### src/rtl/seq_divider_if.sv
`default_nettype none
// ============================================================================
// seq_divider_if : request/response handshake bundle for seq_divider
// Rev 1.0
// ============================================================================
interface seq_divider_if #(
  parameter int W_n = 64,
  parameter int W_d = 32
);
  logic           in_valid;
  logic           in_ready;
  logic [W_n-1:0] dividend;
  logic [W_d-1:0] divisor;
  logic           out_valid;
  logic           out_ready;
  logic [W_n-1:0] quotient;
  logic [W_d-1:0] remainder;
  logic           div_by_zero;

  // The divider owns the slave side; the requester owns the master side.
  modport slave (
    input  in_valid, dividend, divisor, out_ready,
    output in_ready, out_valid, quotient, remainder, div_by_zero
  );

  modport master (
    output in_valid, dividend, divisor, out_ready,
    input  in_ready, out_valid, quotient, remainder, div_by_zero
  );
endinterface
`default_nettype wire

### src/rtl/seq_divider.sv
`default_nettype none
// ============================================================================
// seq_divider : multi-cycle unsigned restoring divider, one quotient bit/clock
// Rev 1.0
// ============================================================================
module seq_divider #(
  parameter int W_n = 64,
  parameter int W_d = 32
) (
  input  logic          Clock,
  input  logic          Resetn,
  seq_divider_if.slave  bus
);

  localparam int CW = $clog2(W_n + 1);

  typedef enum logic [1:0] {
    IDLE = 2'd0,
    BUSY = 2'd1,
    DONE = 2'd2
  } state_t;

  state_t          r_state;
  logic [W_n-1:0]  r_q;
  logic [W_d-1:0]  r_d;
  logic [W_d-1:0]  r_r;
  logic [CW-1:0]   r_cnt;
  logic            r_in_ready;
  logic            r_out_valid;
  logic [W_n-1:0]  r_quot;
  logic [W_d-1:0]  r_rem;
  logic            r_dbz;

  // The partial remainder is always < D between steps, so it is held in W_d
  // bits; only the shifted value needs the extra bit, where the borrow lands.
  logic [W_d:0]    w_r_sh;
  logic [W_d:0]    w_t;
  logic            w_borrow;
  logic [W_n-1:0]  w_q_next;
  logic [W_d-1:0]  w_r_next;

  assign w_r_sh   = {r_r, r_q[W_n-1]};
  assign w_t      = w_r_sh - {1'b0, r_d};
  assign w_borrow = w_t[W_d];
  assign w_q_next = {r_q[W_n-2:0], ~w_borrow};
  assign w_r_next = w_borrow ? w_r_sh[W_d-1:0] : w_t[W_d-1:0];

  always_ff @(posedge Clock or negedge Resetn) begin
    if (!Resetn) begin
      r_state     <= IDLE;
      r_q         <= '0;
      r_d         <= '0;
      r_r         <= '0;
      r_cnt       <= '0;
      r_in_ready  <= 1'b1;
      r_out_valid <= 1'b0;
      r_quot      <= '0;
      r_rem       <= '0;
      r_dbz       <= 1'b0;
    end else begin
      case (r_state)
        IDLE: begin
          if (bus.in_valid) begin
            r_q        <= bus.dividend;
            r_d        <= bus.divisor;
            r_r        <= '0;
            r_cnt      <= CW'(W_n);
            r_in_ready <= 1'b0;
            if (bus.divisor == '0) begin
              r_state     <= DONE;
              r_out_valid <= 1'b1;
              r_quot      <= '1;
              r_rem       <= bus.dividend[W_d-1:0];
              r_dbz       <= 1'b1;
            end else begin
              r_state <= BUSY;
              r_dbz   <= 1'b0;
            end
          end
        end

        BUSY: begin
          r_q   <= w_q_next;
          r_r   <= w_r_next;
          r_cnt <= r_cnt - CW'(1);
          if (r_cnt == CW'(1)) begin
            r_state     <= DONE;
            r_out_valid <= 1'b1;
            r_quot      <= w_q_next;
            r_rem       <= w_r_next;
          end
        end

        DONE: begin
          // Result registers are left untouched so they persist after DONE.
          if (bus.out_ready) begin
            r_state     <= IDLE;
            r_out_valid <= 1'b0;
            r_in_ready  <= 1'b1;
          end
        end

        default: begin
          r_state     <= IDLE;
          r_out_valid <= 1'b0;
          r_in_ready  <= 1'b1;
        end
      endcase
    end
  end

  assign bus.in_ready    = r_in_ready;
  assign bus.out_valid   = r_out_valid;
  assign bus.quotient    = r_quot;
  assign bus.remainder   = r_rem;
  assign bus.div_by_zero = r_dbz;

endmodule
`default_nettype wire

### src/flat_wrapper.sv
// flat-port wrapper written by rule: the top's interface ports become plain ports
module seq_divider_flat 
#(
  parameter int W_n = 64,
  parameter int W_d = 32
)
  (Clock, Resetn, bus_in_valid, bus_dividend, bus_divisor, bus_out_ready, bus_in_ready, bus_out_valid, bus_quotient, bus_remainder, bus_div_by_zero);
  seq_divider_if #(.W_n(W_n), .W_d(W_d)) bus_i ();
  input  logic Clock;
  input  logic Resetn;
  input wire logic [$bits(bus_i.in_valid)-1:0] bus_in_valid;
  input wire logic [$bits(bus_i.dividend)-1:0] bus_dividend;
  input wire logic [$bits(bus_i.divisor)-1:0] bus_divisor;
  input wire logic [$bits(bus_i.out_ready)-1:0] bus_out_ready;
  output wire logic [$bits(bus_i.in_ready)-1:0] bus_in_ready;
  output wire logic [$bits(bus_i.out_valid)-1:0] bus_out_valid;
  output wire logic [$bits(bus_i.quotient)-1:0] bus_quotient;
  output wire logic [$bits(bus_i.remainder)-1:0] bus_remainder;
  output wire logic [$bits(bus_i.div_by_zero)-1:0] bus_div_by_zero;
  assign bus_i.in_valid = bus_in_valid;
  assign bus_i.dividend = bus_dividend;
  assign bus_i.divisor = bus_divisor;
  assign bus_i.out_ready = bus_out_ready;
  assign bus_in_ready = bus_i.in_ready;
  assign bus_out_valid = bus_i.out_valid;
  assign bus_quotient = bus_i.quotient;
  assign bus_remainder = bus_i.remainder;
  assign bus_div_by_zero = bus_i.div_by_zero;
  seq_divider #(.W_n(W_n), .W_d(W_d)) u_core (.Clock(Clock), .Resetn(Resetn), .bus(bus_i));
endmodule
### config.mk
export PLATFORM = sky130hd
export DESIGN_NAME = seq_divider_flat
export DESIGN_NICKNAME = d
export VERILOG_FILES = /design/src/rtl/seq_divider_if.sv /design/src/rtl/seq_divider.sv /design/src/flat_wrapper.sv
export SDC_FILE = /design/constraint.sdc
export NUM_CORES = 1
export LEC_CHECK = 0
export CAP_MARGIN = 20
export CORE_ASPECT_RATIO = 1.5
export CORE_MARGIN = 4
export CORE_UTILIZATION = 30
export CTS_CLUSTER_DIAMETER = 200
export DETAILED_ROUTE_END_ITERATION = 16
export PLACE_DENSITY_LB_ADDON = 0.15
export SYNTH_ARGS = -nofsm -noshare
export SYNTH_HDL_FRONTEND = slang
export SYNTH_SLANG_ARGS = --single-unit
### constraint.sdc
create_clock -name Clock -period 3.7 [get_ports Clock]
set_input_delay 0.74 -clock Clock [delete_from_list [all_inputs] [get_ports Clock]]
set_output_delay 0.74 -clock Clock [all_outputs]
set_load 0.05 [all_outputs]
After elaboration in Yosys (flattened, before gate mapping). Cells that the tools add are included.

$add $sub $neg: 2. Reductions and logical operators: 9. Bitwise gates (word level): 2. Mux-type cells: 29. Equal/unequal tests: 7.

Operators with widths (number): 2-to-1 mux 64 bit (4); case mux 64 bit (2 select lines) (2); 2-to-1 mux 32 bit (5); case mux 32 bit (2 select lines) (2); subtractor 33 x 32 -> 33 bit (1); logical NOT 32 bit (1); case mux 7 bit (2 select lines) (1); 2-to-1 mux 2 bit (4); AND reduction 4 bit (2); == test 7 x 1 -> 1 bit (second input constant) (1); 2-to-1 mux 1 bit (7); 2-to-1 mux 7 bit (1); subtractor 7 x 1 -> 7 bit (second input constant) (1); case mux 1 bit (3 select lines) (2); case mux 2 bit (3 select lines) (1); AND reduction 3 bit (2); != test 2 x 1 -> 1 bit (second input constant) (2); != test 2 bit (second input constant) (2); AND reduction 2 bit (2); == test 2 x 1 -> 1 bit (second input constant) (1); == test 2 bit (second input constant) (1); logical NOT 2 bit (1); NOT 1 bit (2); nonzero test 2 bit (1).

Word-level logic and storage cells: 59. Bits in registers: 236. Output and inout bits: 99. Bits of input ports: 100.

Logic depth before layout (Yosys ltp). Gate-level depths: netlist of run 1.

Depth after elaboration: 4. Mapped depth: 13. Gate-level depth less buffers: 11.

Worst setup path before layout of run 1. No wires, ideal clock.

Kind: flip-flop to flip-flop. From: register u_core.r_q[63]. To: register u_core.r_rem[8], in the netlist u_core.bus.remainder[8]. Data required time: 3.559 ns. Stages on the path, launching flop included: 14. Setup time: 0.141 ns. Arrival: 2.805 ns. Path buffers: 2. Path slack: 0.754 ns. Clock period less this slack: 2.946 ns. Path through: dfrtp_1 -> inv_1 -> ha_1 -> fa_1 -> nand2b_1 -> a21o_1 -> a21o_1 -> a2111o_1 -> a21o_1 -> and3_1 -> buf_6 -> buf_4 -> a31oi_1 -> a31oi_1.

Longest elaborated chain between the ends: 4.

Ends and longest elaborated chain: start: declaration (line seq_divider.sv:24) `logic [W_n-1:0] r_q;`; start signal: assignment (line seq_divider.sv:64) `r_q <= bus.dividend;`; start signal: assignment (line seq_divider.sv:83) `r_q <= w_q_next;`; subtractor 33 x 32 -> 33 bit (line seq_divider.sv:43) `assign w_t = w_r_sh - {1'b0, r_d};`; 2-to-1 mux 32 bit (line seq_divider.sv:46) `assign w_r_next = w_borrow ? w_r_sh[W_d-1:0] : w_t[W_d-1:0];`; 2-to-1 mux 32 bit (line seq_divider.sv:86) `if (r_cnt == CW'(1)) begin`; case mux 32 bit (2 select lines) (line seq_divider.sv:61) `case (r_state)`; end signal: assignment (line seq_divider.sv:73) `r_rem <= bus.dividend[W_d-1:0];`; end signal: assignment (line seq_divider.sv:90) `r_rem <= w_r_next;`; end: declaration (line seq_divider.sv:31) `logic [W_d-1:0] r_rem;`.

No other way between the ends. The select of a mux whose other input is x is not followed. A chain may end at the register's enable or synchronous reset.

Final worst setup path of run 1.
From: register u_core.r_q[63]. To: register u_core.r_r[26].

Longest elaborated chain between the ends: 3.

Ends and longest elaborated chain: subtractor 33 x 32 -> 33 bit (line seq_divider.sv:43); 2-to-1 mux 32 bit (line seq_divider.sv:46); case mux 32 bit (2 select lines) (line seq_divider.sv:61); end signal: assignment (line seq_divider.sv:84) `r_r <= w_r_next;`; end: declaration (line seq_divider.sv:26) `logic [W_d-1:0] r_r;`.

No other way between the ends.

==> metrics.md, run 1 <==
| Metric | Value |
|---|---|
| Status | `complete, no violations` |
| Synth Warn # | `0` |
| Placement Cell Area | `approximately 0.015 mm^2` |
| Max frequency | `0.296 GHz` |
| Drt drc | `0` |
| Avg Cell Area, Syn | `8.49 um^2` |
| Initial Utilization | `30.3%` |
| Vias | `10342` |
| Iteration-0 DRC Markers | `636` |
| FP Rows | `89` |
| Post-CTS Resized | `0` |
| Fin crit share | `91.4%` |
| Leading area contributor after synthesis | `dfrtp_1` |
| Worst endpoint required time | `4.07 ns` |
| Boundary Pins | `199` |
| Worst setup EP type | `flop` |
| Multi-input gate area | `0.00550 mm^2` |
| Worst Setup Start Kind | `flop` |
| Die area | `0.0430 mm^2` |
| Initial antenna violation count | `2` |
| P&R area growth vs syn | `30.0%` |
| CTS max path bufs | `3` |
| Hold WS | `roughly 0.2 ns` |
| Hold Buf Count CTS | `0` |
| First-pass GRT wire length | `57700 um` |
| Crit path arrival time | `3.76 ns` |
| Hpwl dp | `27400 um` |
| Via-to-Cell Ratio | `4.93` |
| Die X | `171 um` |
| Die Span Y | `around 250 um` |
| Crit path max-delay cell type | `a2111o_1` |
| Max FO, Critical Path | `5` |
| Total CTS buffers | `25` |
| Synth top area share | `49.4%` |
| Setup bufs post-CTS | `0` |
| Largest cells by area after synthesis | `dfrtp_1 (49%), nand2_1 (12%), a31oi_1 (6.1%), o21ai_0 (5.3%), nor2_1 (3.8%)` |
| Number of enable-type register cells in the synthesized netlist | `0` |
| H-Tree Level Count | `1` |
| Max-capacitance violation count | `0` |
| Final Hold Vio Count | `0` |
| Dominant synthesized flop cell | `dfrtp_1` |
| Layout cells sized above 1 | `6.46%` |
| Detailed Route WL | `approximately 36000 um` |
| Worst-path clk slew | `0.07 ns` |
| Commonest cells after routing, fill and taps aside | `nand2_1 (375), dfrtp_1 (235), clkdlybuf4s50_1 (197)` |
| Clock root buffer master | `clkbuf_16` |
| Final Setup Violations | `0` |
| Crit path kind | `flop to flop` |
| Setup Skew | `0.00937 ns` |
| RSZ-0062 raised after global routing | `no` |
| Iteration count of the initial detailed-routing pass | `6` |
| Routed Antenna Nets | `0` |
| Final Wtd Congestion | `0.817` |
| Worst Hold Class | `input pin to async pin` |
| Yosys reg bits | `236` |
| Post-Syn Instances | `1404` |
| FILL cells | `4012` |
| Tot GR Track Use | `16.7%` |
| Largest net degree at the start of global routing | `~110` |
| Post-synthesis sequential area ratio | `49.6%` |
| WL per Instance | `17.3 um` |
| FFs w/ async S/R, synth | `100%` |
| Total gr overflow | `0` |
| Worst path cell trace | `inv_1, ha_1, fa_1, nand2b_1, a21o_1, a21o_1, a2111o_1, nand4_1, nand3_1, buf_4, buf_4, a32oi_1, o21ai_0` |
| Worst Max-Slew Pin Slew | `approximately 0.83 ns` |
| CORE AREA | `0.0393 mm^2` |
| Reg area | `a little under 0.006 mm^2` |
| Syn Nets | `1539` |
| Slew HR | `between 40% and 50%` |
| CTS tree | `done` |
| Sink Count | `236` |
| Setup_tns | `0 ns` |
| Clk_lat worst skew | `0.53 ns` |
| Number of global-route vias before repair | `10296` |
| Netlist Area Pre-Place | `0.0119 mm^2` |
| Leading cell type in the layout, fill and taps excluded | `nand2_1` |
| IO buf count | `198` |
| Fin. max-slew vios | `0` |
| Final Instance Area | `0.0155 mm^2` |
| Synth cell types | `61` |
| Final layout net count | `about 1700` |
| Max incr delay on CP | `0.44 ns` |
| Minimum clock period after layout | `between 3 and 4 ns` |
[logic make-up after synthesis]
| family | count (synthesis) | synth area share (%) |
|---|---|---|
| simple gates | 578 | 19.8 |
| compound gates | 380 | 19.5 |
| mux | 12 | 1.04 |
| buf+inv | 140 | 4.62 |
| xor+xnor | 23 | 1.69 |
| flops | 236 | 49.6 |
| fa+ha+maj | 35 | 3.74 |
[synth_stat cells, types with 6 or more instances]
master    number
nand2_1      375
dfrtp_1      235
o21ai_0      126
nor2_1       121
a31oi_1      116
clkbuf_1      77
a21oi_1       48
inv_1         45
ha_1          34
a21o_1        20
nor3_1        16
xnor2_1       15
nand2b_1      10
nand4_1       10
mux2i_1        9
buf_2          8
nor4_1         8
o21a_1         8
or3_1          8
xor2_1         8
buf_1          7
and2_1         6
nand3_1        6
o21ai_1        6
[final cells by class]
cell class	count	share of cell area, %
sequential	236	38.1
multi-input combinational	1028	35.5
timing repair buffer	241	15.9
clock buffer	36	4.69
tap	500	4.04
inverter	45	1.09
clock inverter	9	0.646
antenna	2	0.0323
[routing by layer]
layer,vias up,routed length (um),GRT usage (%)
met5,-,0,0
met4,0,924,5.25
met3,53,1550,2.04
met2,233,18700,30.0
met1,4863,15200,20.7
li1,5193,-,-
[worst paths after layout]
| check | cells past startpoint | slack, ns | from | to |
|---|---|---|---|---|
| hold reg to reg | 2 | 0.46 | u_core.bus.quotient[11]$_DFFE_PN0P_ | u_core.bus.quotient[11]$_DFFE_PN0P_ |
| setup reg to reg | 13 | 0.32 | u_core.r_q[63]$_DFFE_PN0P_ | u_core.r_r[26]$_DFFE_PN0P_ |
| min in group Clock | 2 | 0.46 | u_core.bus.quotient[11]$_DFFE_PN0P_ | u_core.bus.quotient[11]$_DFFE_PN0P_ |
| setup / recovery | 13 | 0.32 | u_core.r_q[63]$_DFFE_PN0P_ | u_core.r_r[26]$_DFFE_PN0P_ |
| hold / removal | 1 | 0.21 | Resetn | u_core.r_d[1]$_DFFE_PN0P_ |
| max in group asynchronous | 2 | 2.62 | Resetn | u_core.bus.quotient[23]$_DFFE_PN0P_ |
[worst max-delay path, delay by kind of cell, from the launching register on]
family / cells / cell delay [ns]
AOI/OAI and AO/OA: 5 / 1.16
and+or+nand+nor: 3 / 0.63
adders and majority gates: 2 / 0.58
buffers and inverters: 3 / 0.45
DFF: 1 / 0.38
[metrics by stage]
| stage | cells | util [%] | setup slack [ns] |
|---|---|---|---|
| after floorplan | 1404 | - | 0.754 |
| after CTS | 2095 | 39.4 | 0.271 |
| after global placement | 2050 | 37.3 | -0.311 |
| final | 2097 | 39.4 | 0.318 |
| after global routing | 2097 | 39.4 | 0.0426 |
| after detailed placement | 2050 | 37.3 | -0.298 |
[state kept, by name, indices dropped and copies added, names as in the netlist]
| register | flops |
|---|---|
| u_core.r_r | 32 |
| u_core.r_cnt | 7 |
| u_core.r_q | 64 |
| u_core.r_d | 32 |
| u_core.bus.out_valid | 1 |
| u_core.bus.quotient | 64 |
| u_core.bus.in_ready | 1 |
| u_core.r_state | 2 |
| u_core.bus.div_by_zero | 1 |
| u_core.bus.remainder | 32 |
Power of run 1 is not shown: default switching activity piles up to over one toggle a cycle in this logic, so the estimate is an artifact.
==> run 2, diff against run 1 <==
Settings changed: CORE_MARGIN 4 to not set, HOLD_SLACK_MARGIN set to 0.05.
==> run 2 against run 1 <==
  * Non-clock buffer count increased by 4
  * Highest routed layer unchanged
  * Fmax increased by 1.7%
  * Die area decreased by 5.8%
  * Via count about the same
  * Sequential share of layout area decreased by 0.058 points
  * Hold slack improved by 0.015 ns
==> metrics.md, run 2 (synthesis results as in run 1) <==
| Metric | Value |
|---|---|
| Initial antenna violation count | `2 (unchanged)` |
| Met2 usage | `32.3% (was 30.0%)` |
| Worst Setup Start Kind | `flop (unchanged)` |
| Setup_tns | `0 ns (unchanged)` |
| Total CTS buffers | `25 (unchanged)` |
| Drt drc | `0 (unchanged)` |
| Crit path arrival time | `3.78 ns (was 3.76 ns)` |
| Status | `complete, no violations (unchanged)` |
| Tot GR Track Use | `18.1% (was 16.7%)` |
| Die X | `165 um (was 171 um)` |
| Fin. max-slew vios | `0 (unchanged)` |
| Fin crit share | `89.9% (was 91.4%)` |
| Met1 global-route usage | `22.7% (was 20.7%)` |
| Max FO, Critical Path | `21 (was 5)` |
| Routed Antenna Nets | `0 (unchanged)` |
| Hpwl dp | `26800 um (was 27400 um)` |
| Hold Buf Count CTS | `0 (unchanged)` |
| Final Wtd Congestion | `0.820 (was 0.817)` |
| Clock root buffer master | `clkbuf_16 (unchanged)` |
| Leading cell type in the layout, fill and taps excluded | `nand2_1 (unchanged)` |
| Post-CTS Resized | `0 (unchanged)` |
| Die area | `0.0405 mm^2 (was 0.0430 mm^2)` |
| First-pass GRT wire length | `57200 um (was 57700 um)` |
| Via-to-Cell Ratio | `4.93 (about the same)` |
| Layout cells sized above 1 | `6.45% (was 6.46%)` |
| Final layout net count | `1716 (was 1712)` |
| Total gr overflow | `0 (unchanged)` |
| Commonest cells after routing, fill and taps aside | `nand2_1 (375), dfrtp_1 (235), clkdlybuf4s50_1 (197) (unchanged)` |
| Clk_lat worst skew | `0.54 ns (was 0.53 ns)` |
| Worst setup EP type | `flop (unchanged)` |
| Setup bufs post-CTS | `0 (unchanged)` |
| Final Setup Violations | `0 (unchanged)` |
| Worst-path clk slew | `0.06 ns (was 0.07 ns)` |
| CTS max path bufs | `3 (unchanged)` |
| Die Span Y | `246 um (was 252 um)` |
| Iteration count of the initial detailed-routing pass | `5 (was 6)` |
| WL per Instance | `17.3 um (about the same)` |
| Setup Skew | `0.0115 ns (was 0.00937 ns)` |
| GR Util met3 | `1.65% (was 2.04%)` |
| Vias | `10340 (was 10342)` |
| CORE AREA | `0.0392 mm^2 (was 0.0393 mm^2)` |
| Sink Count | `236 (unchanged)` |
| Initial Utilization | `30.4% (was 30.3%)` |
| Minimum clock period after layout | `3.33 ns (was 3.38 ns)` |
| Detailed Route WL | `36200 um (was 36400 um)` |
| Largest net degree at the start of global routing | `127 (was 111)` |
| H-Tree Level Count | `1 (unchanged)` |
| Boundary Pins | `199 (unchanged)` |
| Slew HR | `45.5% (was 44.3%)` |
| CTS tree | `done (unchanged)` |
| Final Hold Vio Count | `0 (unchanged)` |
| Crit path kind | `flop to flop (unchanged)` |
| P&R area growth vs syn | `30.2% (was 30.0%)` |
| Worst Max-Slew Pin Slew | `0.818 ns (was 0.835 ns)` |
| Iteration-0 DRC Markers | `588 (was 636)` |
| Max frequency | `0.301 GHz (was 0.296 GHz)` |
| FP Rows | `89 (unchanged)` |
| Most Crowded Layer GR | `met2 (unchanged)` |
| Worst Hold Class | `input pin to async pin (unchanged)` |
| IO buf count | `198 (unchanged)` |
| RSZ-0062 raised after global routing | `no (unchanged)` |
| Max-capacitance violation count | `0 (unchanged)` |
| Worst endpoint required time | `4.15 ns (was 4.07 ns)` |
| Number of global-route vias before repair | `10354 (was 10296)` |
==> run 2: final cells by class <==
class / count / area [um^2]
fillers: 3994 / 23700
flip-flops and latches: 236 / 5910
multi-input cells: 1028 / 5490
repair buffers: 245 / 2560
clock buffers: 36 / 707
well taps: 500 / 626
inverters: 45 / 169
clock inverters: 7 / 45.0
diodes: 1 / 2.50
==> run 2: path summary, 6_finish.rpt <==
kind | slack [ns] | cells after the start | end | from
hold reg to reg | 0.47 | 2 | u_core.bus.quotient[39]$_DFFE_PN0P_ | u_core.bus.quotient[39]$_DFFE_PN0P_
min in group Clock | 0.47 | 2 | u_core.bus.quotient[39]$_DFFE_PN0P_ | u_core.bus.quotient[39]$_DFFE_PN0P_
hold / removal | 0.22 | 1 | u_core.bus.quotient[38]$_DFFE_PN0P_ | Resetn
max in group asynchronous | 2.57 | 2 | u_core.r_q[53]$_DFFE_PN0P_ | Resetn
setup / recovery | 0.37 | 12 | u_core.bus.remainder[1]$_DFFE_PN0P_ | u_core.r_q[63]$_DFFE_PN0P_
setup reg to reg | 0.37 | 12 | u_core.bus.remainder[1]$_DFFE_PN0P_ | u_core.r_q[63]$_DFFE_PN0P_
==> run 2: worst max-delay path, cell delays in order (launching register included) <==
cell	delay [ns]
dfrtp_1	0.37
inv_1	0.06
ha_1	0.20
fa_1	0.38
nand2b_1	0.20
a21o_1	0.23
a21o_1	0.23
a2111o_1	0.43
a21o_1	0.26
and3_1	0.21
buf_12	0.17
a211o_1	0.33
a31oi_1	0.17
==> run 2: per-stage QoR <==
step | instances | setup slack, ns | instance area (um^2) | util [%] | hold slack (ns)
floorplan | 1404 | 0.754 | 11900 | - | 0.444
global placement | 2054 | 0.155 | 14800 | 37.7 | 0.451
detailed placement | 2054 | 0.177 | 14800 | 37.7 | 0.457
CTS | 2097 | 0.366 | 15500 | 39.6 | 0.278
global route | 2098 | 0.222 | 15500 | 39.6 | 0.281
finish | 2098 | 0.374 | 15500 | 39.6 | 0.220
==> run 2: routing by layer <==
metal  share of wire [%]  wire length [um]
met5                   0                 0
met1                  42             15400
met2                  51             18500
met4                 2.8              1020
met3                 3.7              1330
Power of run 2 is left out for the same reason.
